File: src/rtl/vscale_htif_tohost_monitor.sv
// Host-side HTIF PCR master: polls tohost, decodes pass/fail, clears tohost, then raises done.
// Optional cycle-budget timeout is enabled by defining HTIF_MON_TIMEOUT_EN.
module vscale_htif_tohost_monitor #(
    parameter int                        CSR_ADDR_WIDTH = 12,
    parameter int                        HTIF_PCR_WIDTH = 64,
    parameter logic [CSR_ADDR_WIDTH-1:0] TOHOST_ADDR    = 12'h780,
    parameter int                        POLL_INTERVAL  = 16,
    parameter int                        TIMEOUT_CYCLES = 1000000
) (
    input  logic                      clk,
    input  logic                      resetn,
    input  logic                      start,
    output logic                      pcr_req_valid,
    input  logic                      pcr_req_ready,
    output logic                      pcr_req_rw,
    output logic [CSR_ADDR_WIDTH-1:0] pcr_req_addr,
    output logic [HTIF_PCR_WIDTH-1:0] pcr_req_data,
    input  logic                      pcr_resp_valid,
    output logic                      pcr_resp_ready,
    input  logic [HTIF_PCR_WIDTH-1:0] pcr_resp_data,
    output logic                      busy,
    output logic                      done,
    output logic                      pass,
    output logic [HTIF_PCR_WIDTH-2:0] fail_code,
    output logic                      timeout
);

    localparam int WAIT_W = (POLL_INTERVAL > 1) ? $clog2(POLL_INTERVAL) : 1;
    localparam logic [WAIT_W-1:0]         WAIT_LOAD = WAIT_W'(POLL_INTERVAL - 1);
    localparam logic [WAIT_W-1:0]         WAIT_ZERO = {WAIT_W{1'b0}};
    localparam logic [HTIF_PCR_WIDTH-1:0] DATA_ZERO = {HTIF_PCR_WIDTH{1'b0}};
    localparam logic [HTIF_PCR_WIDTH-1:0] DATA_ONE  = {{(HTIF_PCR_WIDTH-1){1'b0}}, 1'b1};
    localparam logic [HTIF_PCR_WIDTH-2:0] CODE_ZERO = {(HTIF_PCR_WIDTH-1){1'b0}};

    typedef enum logic [2:0] {
        ST_IDLE    = 3'd0,
        ST_WAIT    = 3'd1,
        ST_RD_REQ  = 3'd2,
        ST_RD_RESP = 3'd3,
        ST_WR_REQ  = 3'd4,
        ST_WR_RESP = 3'd5,
        ST_DONE    = 3'd6
    } state_t;

    state_t                      state_r, state_s;
    logic [WAIT_W-1:0]           wait_r, wait_s;
    logic                        pass_r, pass_s;
    logic                        done_r, done_s;
    logic [HTIF_PCR_WIDTH-2:0]   fail_code_r, fail_code_s;
    logic                        req_valid_r, req_rw_r, resp_ready_r, busy_r;
    logic                        req_fire_s, resp_fire_s;
    logic                        to_hit_s;

    assign req_fire_s  = req_valid_r & pcr_req_ready;
    assign resp_fire_s = pcr_resp_valid & resp_ready_r;

    // Next-state and captured-result logic; a timeout only lands where no transaction is in flight.
    always_comb begin
        state_s     = state_r;
        wait_s      = wait_r;
        pass_s      = pass_r;
        done_s      = done_r;
        fail_code_s = fail_code_r;
        case (state_r)
            ST_IDLE: begin
                if (start) begin
                    state_s = ST_WAIT;
                    wait_s  = WAIT_LOAD;
                end else begin
                    state_s = ST_IDLE;
                end
            end
            ST_WAIT: begin
                if (to_hit_s) begin
                    state_s     = ST_DONE;
                    done_s      = 1'b1;
                    pass_s      = 1'b0;
                    fail_code_s = CODE_ZERO;
                end else if (wait_r == WAIT_ZERO) begin
                    state_s = ST_RD_REQ;
                end else begin
                    wait_s = wait_r - {{(WAIT_W-1){1'b0}}, 1'b1};
                end
            end
            ST_RD_REQ: begin
                if (req_fire_s) begin
                    state_s = ST_RD_RESP;
                end else begin
                    state_s = ST_RD_REQ;
                end
            end
            ST_RD_RESP: begin
                if (resp_fire_s) begin
                    if (to_hit_s) begin
                        state_s     = ST_DONE;
                        done_s      = 1'b1;
                        pass_s      = 1'b0;
                        fail_code_s = CODE_ZERO;
                    end else if (pcr_resp_data == DATA_ZERO) begin
                        state_s = ST_WAIT;
                        wait_s  = WAIT_LOAD;
                    end else begin
                        state_s     = ST_WR_REQ;
                        pass_s      = (pcr_resp_data == DATA_ONE);
                        fail_code_s = pcr_resp_data[HTIF_PCR_WIDTH-1:1];
                    end
                end else begin
                    state_s = ST_RD_RESP;
                end
            end
            ST_WR_REQ: begin
                if (req_fire_s) begin
                    state_s = ST_WR_RESP;
                end else begin
                    state_s = ST_WR_REQ;
                end
            end
            ST_WR_RESP: begin
                if (resp_fire_s) begin
                    state_s = ST_DONE;
                    done_s  = 1'b1;
                end else begin
                    state_s = ST_WR_RESP;
                end
            end
            ST_DONE: begin
                state_s = ST_DONE;
            end
            default: begin
                state_s = ST_IDLE;
            end
        endcase
    end

    // State, counter, results and all handshake outputs are registered from the next state.
    always_ff @(posedge clk or negedge resetn) begin
        if (!resetn) begin
            state_r      <= ST_IDLE;
            wait_r       <= WAIT_ZERO;
            pass_r       <= 1'b0;
            done_r       <= 1'b0;
            fail_code_r  <= CODE_ZERO;
            req_valid_r  <= 1'b0;
            req_rw_r     <= 1'b0;
            resp_ready_r <= 1'b0;
            busy_r       <= 1'b0;
        end else begin
            state_r      <= state_s;
            wait_r       <= wait_s;
            pass_r       <= pass_s;
            done_r       <= done_s;
            fail_code_r  <= fail_code_s;
            req_valid_r  <= (state_s == ST_RD_REQ) || (state_s == ST_WR_REQ);
            req_rw_r     <= (state_s == ST_WR_REQ);
            resp_ready_r <= (state_s == ST_RD_RESP) || (state_s == ST_WR_RESP);
            busy_r       <= (state_s != ST_IDLE) && (state_s != ST_DONE);
        end
    end

`ifdef HTIF_MON_TIMEOUT_EN
    localparam logic [31:0] TO_LIMIT = 32'(TIMEOUT_CYCLES);
    logic [31:0] to_cnt_r;
    logic        timeout_r;

    assign to_hit_s = (to_cnt_r >= TO_LIMIT);

    // Cycles since start, saturating so a very long run cannot wrap back under the limit.
    always_ff @(posedge clk or negedge resetn) begin
        if (!resetn) begin
            to_cnt_r <= 32'd0;
        end else if (state_r == ST_IDLE) begin
            to_cnt_r <= 32'd0;
        end else if ((state_r != ST_DONE) && (to_cnt_r != 32'hFFFF_FFFF)) begin
            to_cnt_r <= to_cnt_r + 32'd1;
        end else begin
            to_cnt_r <= to_cnt_r;
        end
    end

    // Timeout flag mirrors the two FSM exits that take the timeout path.
    always_ff @(posedge clk or negedge resetn) begin
        if (!resetn) begin
            timeout_r <= 1'b0;
        end else if (to_hit_s && ((state_r == ST_WAIT) ||
                                  ((state_r == ST_RD_RESP) && resp_fire_s))) begin
            timeout_r <= 1'b1;
        end else begin
            timeout_r <= timeout_r;
        end
    end

    assign timeout = timeout_r;
`else
    assign to_hit_s = 1'b0;
    assign timeout  = 1'b0;
`endif

    assign pcr_req_valid  = req_valid_r;
    assign pcr_req_rw     = req_rw_r;
    assign pcr_req_addr   = TOHOST_ADDR;
    assign pcr_req_data   = DATA_ZERO;
    assign pcr_resp_ready = resp_ready_r;
    assign busy           = busy_r;
    assign done           = done_r;
    assign pass           = pass_r;
    assign fail_code      = fail_code_r;

endmodule

File: config.mk
export PLATFORM = sky130hd
export DESIGN_NAME = vscale_htif_tohost_monitor
export DESIGN_NICKNAME = d
export VERILOG_FILES = /design/src/rtl/vscale_htif_tohost_monitor.sv
export SDC_FILE = /design/constraint.sdc
export NUM_CORES = 1
export LEC_CHECK = 0
export BUFFER_PORTS_ARGS = -buffer_cell sky130_fd_sc_hd__buf_2
export CAP_MARGIN = 20
export CORE_MARGIN = 5
export CORE_UTILIZATION = 44
export CTS_CLUSTER_DIAMETER = 60
export DETAILED_ROUTE_END_ITERATION = 7
export PLACE_DENSITY = 0.91
export SKIP_CTS_REPAIR_TIMING = 1
export SLEW_MARGIN = 20
export SYNTH_ARGS = -nofsm -noshare
export SYNTH_HDL_FRONTEND = slang
export SYNTH_SLANG_ARGS = --single-unit
File: constraint.sdc
create_clock -name clk -period 2.2 [get_ports clk]
set_clock_uncertainty 0.05 [all_clocks]
set_input_delay 0.33 -clock clk [delete_from_list [all_inputs] [get_ports clk]]
set_output_delay 0.33 -clock clk [all_outputs]
set_load 0.03 [all_outputs]
==> reports/results.ini, run 1 <==
[sta]
hold_violations=0
rsz0062_at_grt=true
maxSlewViolCount=0
setup_slack_ns=-0.0440
fin_crit_sh_pct=102
finalSetupViolCount=62
fmax_mhz=446
layout_min_cycle_time_ns=2.24
fin_setup_tns_ns=-1.38
slew_headroom_pct=67.6
worst_pin_slew_ns=0.473

[power]
swShare_pct=41.8
peakVddDrop_uv=558
p_leak_nw=2.74
clock_power_share_pct=20.7
p_per_area_nw_per_um2=970
pwr-share-comb_pct=36.5
switching_power_mw=1.90
p_int_mw=2.64
seqPwrFrac_pct=42.8

[synth]
synth_edf_count=0
ys.warnings.count=0
synthTopCellsByArea=dfrtp_1 (51%), mux2_1 (19%), buf_4 (16%)
yosys-top-cells-count=buf_4 (78), dfrtp_1 (76), mux2_1 (63), nor4_1 (15), nor2_1 (7)
ys_seq_elements=76
synthArstFlopShare_pct=100
synthCells=307
avgSynthCellArea_um2=12.2
synth_top_flop_cell=dfrtp_1
synth.most_common_cell=buf_4
syn_area_um2=3750
synth_area_leader_cell=dfrtp_1
ys_types=41
ys_seq_area_share_pct=50.6
synth_top_area_share_pct=50.6

[min_path]
min_from=pcr_resp_data[8]
min_path_type=primary input to register

[worst_setup_path]
reg2reg_to=wait_r[3]
cp_data_arrival_time_ns=2.41
cp_slowest_cell=or4_4
endpoint_kind=register
r2r-start=wait_r[1]
path_cells=buf_2, nor4_2, nand4_1, or4_4, o21ai_4, buf_6, buf_12, mux2_1
critPathMaxFanout=11
slowest_delay_ns=0.59
endpoint=fail_code[1]
r2r_cells=8
worst_setup_path_start_kind=primary input
reg2reg_slack_ns=0.18
cp.required_ns=2.37
crit_start=pcr_resp_data[57]
path_class=primary input to register

[clocking]
cts_buffer_depth=2
clk_latency_ns=0.33
cts_tree=built
cts_sinks=76
path_clk_slew_ns=0.09
h-tree-depth=3
numCtsBuffers=9
root_buffer=clkbuf_8

[floorplanning]
rows=33
coreArea_um2=8260
die-area_um2=10500
start_util_pct=45.5
die_h_um=102
die_x_um=102
ios=215

[grt]
grt-ovfl-total=0
grt_antenna_before_repair=0
grt_pass1_wl_um=14100
grtUsageTotal_pct=17.6
grt_max_degree=45
grt_pass1_vias=2818

[run_status]
status=finished, violations left
violations=negative setup slack

[layout]
num_antenna_cells=0
syn2layout_area_growth_pct=24.7
fillers=666
num-nets-final=534
layout-drive-gt1-share_pct=39.3

[drt]
drc=0
final_antenna_net_count=0
wl_um=9520
vias=2730
via_per_inst=4.76
firstDrtPassIters=4
wl_per_cell_um=16.6
drt_iter0_markers=54

[placement]
io_buffers=137
gp_congestion=0.842
place_ws_ns=-0.485
hpwl_um=7230

[run]
cap_violations=0

## registers in the layout (all words and copies together), names as in the netlist
name and flops:
pcr_req_rw 1, fail_code 63, busy 1, state_r 3
pcr_req_valid 1, pass 1, wait_r 4, pcr_resp_ready 1
done 1
## cells in the final DEF, fill, tap and decap left out, types with 2 or more instances in the layout
master and n:
nand2_1 6, nor4_2 6, nor3_1 3, buf_2 136
buf_8 2, inv_1 5, clkbuf_16 2, clkinv_4 2
clkbuf_8 9, dfrtp_1 76, conb_1 77, nand4_1 4
buf_4 13, o21ai_0 4, buf_12 2, mux2_1 63
nor2_1 7, buf_6 3, a21oi_1 6, nor2b_1 2
nor4_1 8, o31ai_1 2
## area by class of cell
cell class / count / area [µm²] / area share, %
inverter: 5 / 18.8 / 0.401
clock inverter: 5 / 38.8 / 0.829
clock buffer: 10 / 128 / 2.73
multi-input combinational: 213 / 1520 / 32.5
sequential: 76 / 1900 / 40.6
tap: 105 / 131 / 2.81
timing repair buffer: 159 / 942 / 20.1
## logic make-up after synthesis
family	synth area share, %
buf+inv	18.0
flops	50.6
mux	18.9
simple gates	7.13
compound gates	4.60
other cells	0.200
fa+ha+maj	0.333
xor+xnor	0.233
## power by group through the flow
stage | sequential, mW | clock [mW] | combinational [mW]
final | 1.94 | 0.940 | 1.66
after CTS | 1.94 | 0.976 | 1.64
after global routing | 1.99 | 1.05 | 1.79
after global placement | 1.94 | 0 | 1.60
after detailed placement | 1.96 | 0 | 1.64
after floorplan | 2.41 | 0 | 0.771
## how the worst min path moves through the flow
stage,cells after the start,to
floorplan,0,busy
global placement,1,fail_code[6]
detailed placement,1,fail_code[11]
CTS,1,fail_code[8]
global route,2,fail_code[4]
finish,2,fail_code[7]
## critical path, delay by kind of cell
family / cells / cell delay [ns]
mux: 1 / 0.34
simple gates: 3 / 1.14
compound gates: 1 / 0.19
buf+inv: 3 / 0.42
## per-stage QoR
step           hold slack (ns)  util (%)  cell area [µm²]  instances  power [mW]
2_1_floorplan          -0.0156         -             4050        382        3.18
3_3_place_gp             0.242      52.8             4360        551        3.54
3_5_place_dp             0.257      52.8             4360        551        3.61
4_1_cts                 -0.135      54.8             4520        566        4.56
5_1_grt                  0.134      56.7             4680        573        4.83
6_report                 0.158      56.7             4680        573        4.54
## layer usage
metal	track usage [%]	wire length, µm	part of all wire, %	vias to the layer above
met2	29.5	4730	50	169
li1	-	-	-	1231
met5	0	0	0	-
met4	6.05	163	1.7	0
met1	20.4	3460	36	1318
met3	7.24	1160	12	12
Note: power is estimated with default switching activity, not from simulation.
==> run 2, diff against run 1 <==
--- a/config.mk
+++ b/config.mk
@@ -11,7 +11,7 @@
 export CORE_UTILIZATION = 44
 export CTS_CLUSTER_DIAMETER = 60
 export DETAILED_ROUTE_END_ITERATION = 7
-export PLACE_DENSITY = 0.91
+export PLACE_DENSITY = 0.8
 export SKIP_CTS_REPAIR_TIMING = 1
 export SLEW_MARGIN = 20
 export SYNTH_ARGS = -nofsm -noshare
==> constraint.sdc (replaced) <==
create_clock -name clk -period 2.1 [get_ports clk]
set_clock_uncertainty 0.05 [all_clocks]
set_input_delay 0.315 -clock clk [delete_from_list [all_inputs] [get_ports clk]]
set_output_delay 0.315 -clock clk [all_outputs]
set_load 0.03 [all_outputs]
==> reports/results.ini, run 2 (synthesized netlist as in run 1, its figures left out) <==
[run_status]
status=finished, violations left
violations=negative setup slack

[layout]
postLayoutCoreUtil_pct=61.9  ; +5.2 points
layout_common_cells=buf_2 (129), conb_1 (77), dfrtp_1 (76)
fillers=643  ; -3.5%
ff_latch_area_um2=1900  ; unchanged
fin_area_um2=5110  ; +9.1%
stdcell_count=584  ; +1.9%
syn2layout_area_growth_pct=36.1
layout-drive-gt1-share_pct=48.2  ; +8.9 points
multiInputGateArea_um2=1740  ; +15%
num-nets-final=545  ; +2.1%
final_common_cell=buf_2
largest_register_ffs=63  ; unchanged
num_antenna_cells=0  ; unchanged

[placement]
place_ws_ns=-0.562  ; -0.0773 ns
dpl_cell_area_um2=4430  ; +1.7%
gp_congestion=0.845  ; +0.37%
dp.cells=556  ; +0.91%
io_buffers=137  ; unchanged
hpwl_um=6900  ; -4.5%

[sta]
layout_min_cycle_time_ns=2.19
finalSetupViolCount=63  ; +1.6%
slew_headroom_pct=64.5  ; -3.1 points
setup_slack_ns=-0.0893  ; -0.0453 ns
fmax_mhz=457
hold_violations=0  ; unchanged
rsz0062_at_grt=true
fin_crit_sh_pct=104
worst_pin_slew_ns=0.532  ; +0.0590 ns
maxSlewViolCount=0  ; unchanged

[clocking]
h-tree-depth=3  ; unchanged
cts_tree=built
root_buffer=clkbuf_8
clk_latency_ns=0.33  ; about the same
cts_buffer_depth=2  ; unchanged
numCtsBuffers=9  ; unchanged
cts_sinks=76  ; unchanged
path_clk_slew_ns=0.08  ; about the same

[floorplanning]
die_x_um=102  ; unchanged
die_h_um=102  ; unchanged
die-area_um2=10500  ; unchanged
start_util_pct=45.5  ; unchanged
coreArea_um2=8260  ; unchanged
rows=33  ; unchanged
ios=215  ; unchanged

[drt]
wl_per_cell_um=17.4  ; +4.7%
drc=0  ; unchanged
wl_um=10200  ; +6.7%
vias=2830  ; +3.7%
via_per_inst=4.85  ; +1.7%
final_antenna_net_count=0  ; unchanged
firstDrtPassIters=4  ; unchanged
drt_iter0_markers=75  ; +39%

[power]
p_leak_nw=2.94  ; +7.4%
totalPowerFinal_mw=5.07  ; +12%
peakVddDrop_uv=530  ; -5.0%
p_per_area_nw_per_um2=992  ; +2.3%

[worst_setup_path]
cp_slowest_cell=or4_4
critPathMaxFanout=9  ; -2
reg2reg_slack_ns=0.17  ; about the same
worst_setup_path_start_kind=primary input
endpoint_kind=register
r2r-start=wait_r[0]
crit_start=pcr_resp_data[56]
cp_data_arrival_time_ns=2.36  ; -0.05 ns
crit_family=simple AND/OR/NAND/NOR gates
crit_buf_inv=3  ; unchanged
cp.required_ns=2.27  ; -0.10 ns
path_cells=buf_2, nor4_4, nand4_1, or4_4, o21ai_4, buf_6, clkbuf_16, mux2_1
slowest_delay_ns=0.59  ; about the same
path_class=primary input to register

[min_path]
min_path_type=primary input to register
min_from=pcr_resp_data[53]

[grt]
grt-ovfl-total=0  ; unchanged
grt_antenna_before_repair=0  ; unchanged
grt_pass1_vias=2760  ; -2.1%
grt_max_degree=41  ; -8.9%
grtUsageTotal_pct=16.5  ; -1.1 points
grt_pass1_wl_um=13500  ; -3.9%

[run]
cap_violations=0  ; unchanged

==> run 2: cell count changes in the layout (fill, tap and decap cells not counted), moves of 3 or more <==
cell       before  now
nor4_1          8    4
clkbuf_16       2    5
mux2_4          0   30
nor4_4          1    9
buf_6           3   11
mux2_1         63   33
buf_2         136  129
buf_4          13   20
nor4_2          6    2
==> run 2: path summary, 6_finish.rpt <==
path	endpoint	cells after the start
worst max-delay path	fail_code[59]	8
worst min-delay path	fail_code[52]	2
worst max register to register	wait_r[3]	7
worst min register to register	fail_code[48]	1
max in group asynchronous	fail_code[29]	3
min in group asynchronous	fail_code[3]	2
==> run 2: where the power goes <==
part	leakage (nW)	total [mW]	internal (mW)	switching (mW)
logic	1.82	2.00	0.713	1.29
registers	1.03	2.00	1.79	0.209
clock network	0.0894	1.07	0.544	0.528
total	2.94	5.07	3.05	2.02
==> run 2: per-stage QoR <==
step	hold WS [ns]	setup TNS [ns]
finish	0.145	-3.79
global placement	0.271	-36.95
floorplan	-0.0306	-3.18
detailed placement	0.282	-36.06
CTS	-0.0969	-10.03
global route	0.131	-5.06
==> run 2: layer usage <==
metal | GRT usage (%) | vias to the layer above | wire [µm]
li1 | - | 1261 | -
met1 | 19.0 | 1407 | 3750
met2 | 28.1 | 156 | 5240
met3 | 7.17 | 6 | 1110
met4 | 4.64 | 0 | 59
met5 | 0 | - | 0
==> run 2: area by class of cell <==
cell class	instances	area share, %
clock buffer	11	2.57
clock inverter	4	1.00
inverter	5	0.367
multi-input combinational	213	34.1
sequential	76	37.2
tap	105	2.57
timing repair buffer	170	22.1
==> run 3, diff against run 2 <==
--- a/config.mk
+++ b/config.mk
@@ -7,12 +7,13 @@
 export LEC_CHECK = 0
 export BUFFER_PORTS_ARGS = -buffer_cell sky130_fd_sc_hd__buf_2
 export CAP_MARGIN = 20
-export CORE_MARGIN = 5
+export CORE_MARGIN = 1
 export CORE_UTILIZATION = 44
 export CTS_CLUSTER_DIAMETER = 60
 export DETAILED_ROUTE_END_ITERATION = 7
 export PLACE_DENSITY = 0.8
 export SKIP_CTS_REPAIR_TIMING = 1
+export SKIP_LAST_GASP = 1
 export SLEW_MARGIN = 20
 export SYNTH_ARGS = -nofsm -noshare
 export SYNTH_HDL_FRONTEND = slang
==> reports/results.ini, run 3 (synthesized netlist as in run 1, its figures left out) <==
[run_status]
status=finished, violations left
violations=negative setup slack

[layout]
largest_register_ffs=63  ; unchanged
num-nets-final=543  ; -0.37%
fillers=662  ; +3.0%
layout_common_cells=buf_2 (126), conb_1 (77), dfrtp_1 (76)
final_common_cell=buf_2
fin_area_um2=5180  ; +1.5%
num_antenna_cells=0  ; unchanged
stdcell_count=583  ; -0.17%
layout-drive-gt1-share_pct=51.5  ; +3.2 points
syn2layout_area_growth_pct=38.1
postLayoutCoreUtil_pct=62.8  ; +0.92 points

[power]
p_per_area_nw_per_um2=999  ; +0.70%
p_leak_nw=3.00  ; +2.0%
peakVddDrop_uv=604  ; +14%

[clocking]
cts_tree=built
cts_sinks=76  ; unchanged
path_clk_slew_ns=0.08  ; about the same
cts_buffer_depth=2  ; unchanged
root_buffer=clkbuf_8
numCtsBuffers=9  ; unchanged
clk_latency_ns=0.34  ; about the same
h-tree-depth=3  ; unchanged

[run]
cap_violations=0  ; unchanged

[floorplanning]
die_x_um=94.4  ; -7.8%
ios=215  ; unchanged
start_util_pct=45.5  ; unchanged
die-area_um2=8910  ; -15%
die_h_um=94.4  ; -7.8%
coreArea_um2=8260  ; unchanged
rows=33  ; unchanged

[worst_setup_path]
path_class=primary input to register
cp.required_ns=2.28  ; about the same
endpoint_kind=register
critPathMaxFanout=5  ; -4
reg2reg_slack_ns=0.13  ; -0.04 ns
worst_setup_path_start_kind=primary input
reg2reg_to=fail_code[12]
r2r-start=state_r[1]
cp_data_arrival_time_ns=2.34  ; -0.02 ns
r2r_cells=7  ; unchanged

[grt]
grt_antenna_before_repair=0  ; unchanged
grt_pass1_wl_um=12200  ; -9.5%
grtUsageMet2_pct=30.9  ; +2.8 points
grt_pass1_vias=2567  ; -7.0%
grt-ovfl-total=0  ; unchanged
grt_max_degree=41  ; unchanged
grtUsageTotal_pct=18.1  ; +1.6 points
grt_use_met3_pct=5.80  ; -1.4 points
use_met1_pct=20.7  ; +1.7 points
busiest_layer=met2

[placement]
hpwl_um=6090  ; -12%
gp_congestion=0.772  ; -8.7%
dpl_cell_area_um2=4430  ; -0.17%
io_buffers=137  ; unchanged
dp.cells=555  ; -0.18%

[sta]
fin_crit_sh_pct=103  ; -1.1 points
fin_setup_tns_ns=-1.64  ; +2.15 ns
finalSetupViolCount=43  ; -32%
worst_pin_slew_ns=0.500  ; -0.0323 ns
maxSlewViolCount=0  ; unchanged
rsz0062_at_grt=true
layout_min_cycle_time_ns=2.17  ; -0.0224 ns
slew_headroom_pct=66.7  ; +2.2 points
setup_slack_ns=-0.0669  ; +0.0224 ns
hold_violations=0  ; unchanged
fmax_mhz=461  ; +1.0%

[drt]
via_per_inst=4.90  ; +1.1%
wl_per_cell_um=16.2  ; -6.9%
firstDrtPassIters=4  ; unchanged
vias=2856  ; +0.92%
drc=0  ; unchanged
wl_um=9440  ; -7.1%
final_antenna_net_count=0  ; unchanged
drt_iter0_markers=59  ; -21%

[min_path]
min_path_cells=2  ; unchanged
min_from=pcr_resp_data[34]
min_path_type=primary input to register
hold-path-endpoint=fail_code[33]

[run 3: cell count changes in the layout (fill, tap and decap cells not counted), moves of 2 or more]
cell / previous run / this run
buf_4: 20 / 17
clkbuf_1: 2 / 0
nor4_4: 9 / 7
clkbuf_8: 9 / 12
buf_8: 1 / 3
buf_2: 129 / 126
buf_6: 11 / 13
mux2_4: 30 / 47
mux2_1: 33 / 16
[run 3: worst max path at each step]
stage	end	depth (start not counted)	slack (ns)	startpoint
after CTS	fail_code[46]	8	-0.17	pcr_resp_data[33]
final	fail_code[12]	8	-0.07	pcr_resp_data[53]
after global routing	fail_code[12]	8	-0.14	pcr_resp_data[53]
after detailed placement	fail_code[46]	8	-0.54	pcr_resp_data[33]
after global placement	fail_code[46]	8	-0.50	pcr_resp_data[33]
after floorplan	fail_code[0]	7	-0.07	pcr_resp_data[57]
[run 3: per-layer routing]
layer  vias up  routed length [µm]
li1       1257                   -
met3        26                 578
met4         0                 276
met1      1415                3540
met5         -                   0
met2       158                5040
[run 3: stage by stage]
step / power, mW / setup WS, ns / hold slack, ns
6_report: 5.18 / -0.0669 / 0.144
4_1_cts: 5.01 / -0.172 / -0.118
2_1_floorplan: 3.33 / -0.0748 / -0.0306
5_1_grt: 5.43 / -0.142 / 0.141
3_3_place_gp: 3.74 / -0.499 / 0.254
3_5_place_dp: 3.81 / -0.542 / 0.268
[run 3: layout make-up]
class / instances / area (µm²) / area share [%]
multi-input cells: 213 / 1770 / 34.2
repair buffers: 168 / 1140 / 22.0
clock inverters: 4 / 55.1 / 1.06
inverters: 5 / 18.8 / 0.362
well taps: 105 / 131 / 2.53
clock buffers: 12 / 165 / 3.19
flip-flops and latches: 76 / 1900 / 36.7
[run 3: power breakdown]
| part | switching, mW | total (mW) | internal (mW) |
|---|---|---|---|
| clock network | 0.558 | 1.21 | 0.653 |
| registers | 0.262 | 2.05 | 1.79 |
| logic | 1.21 | 1.92 | 0.713 |
[run 3: worst max-delay path, cell delays in order]
cell and delay (ns):
buf_2 0.12, nor4_4 0.27, nand4_1 0.16, or4_4 0.59, o21ai_4 0.25, buf_6 0.18, clkbuf_16 0.16, mux2_4 0.30
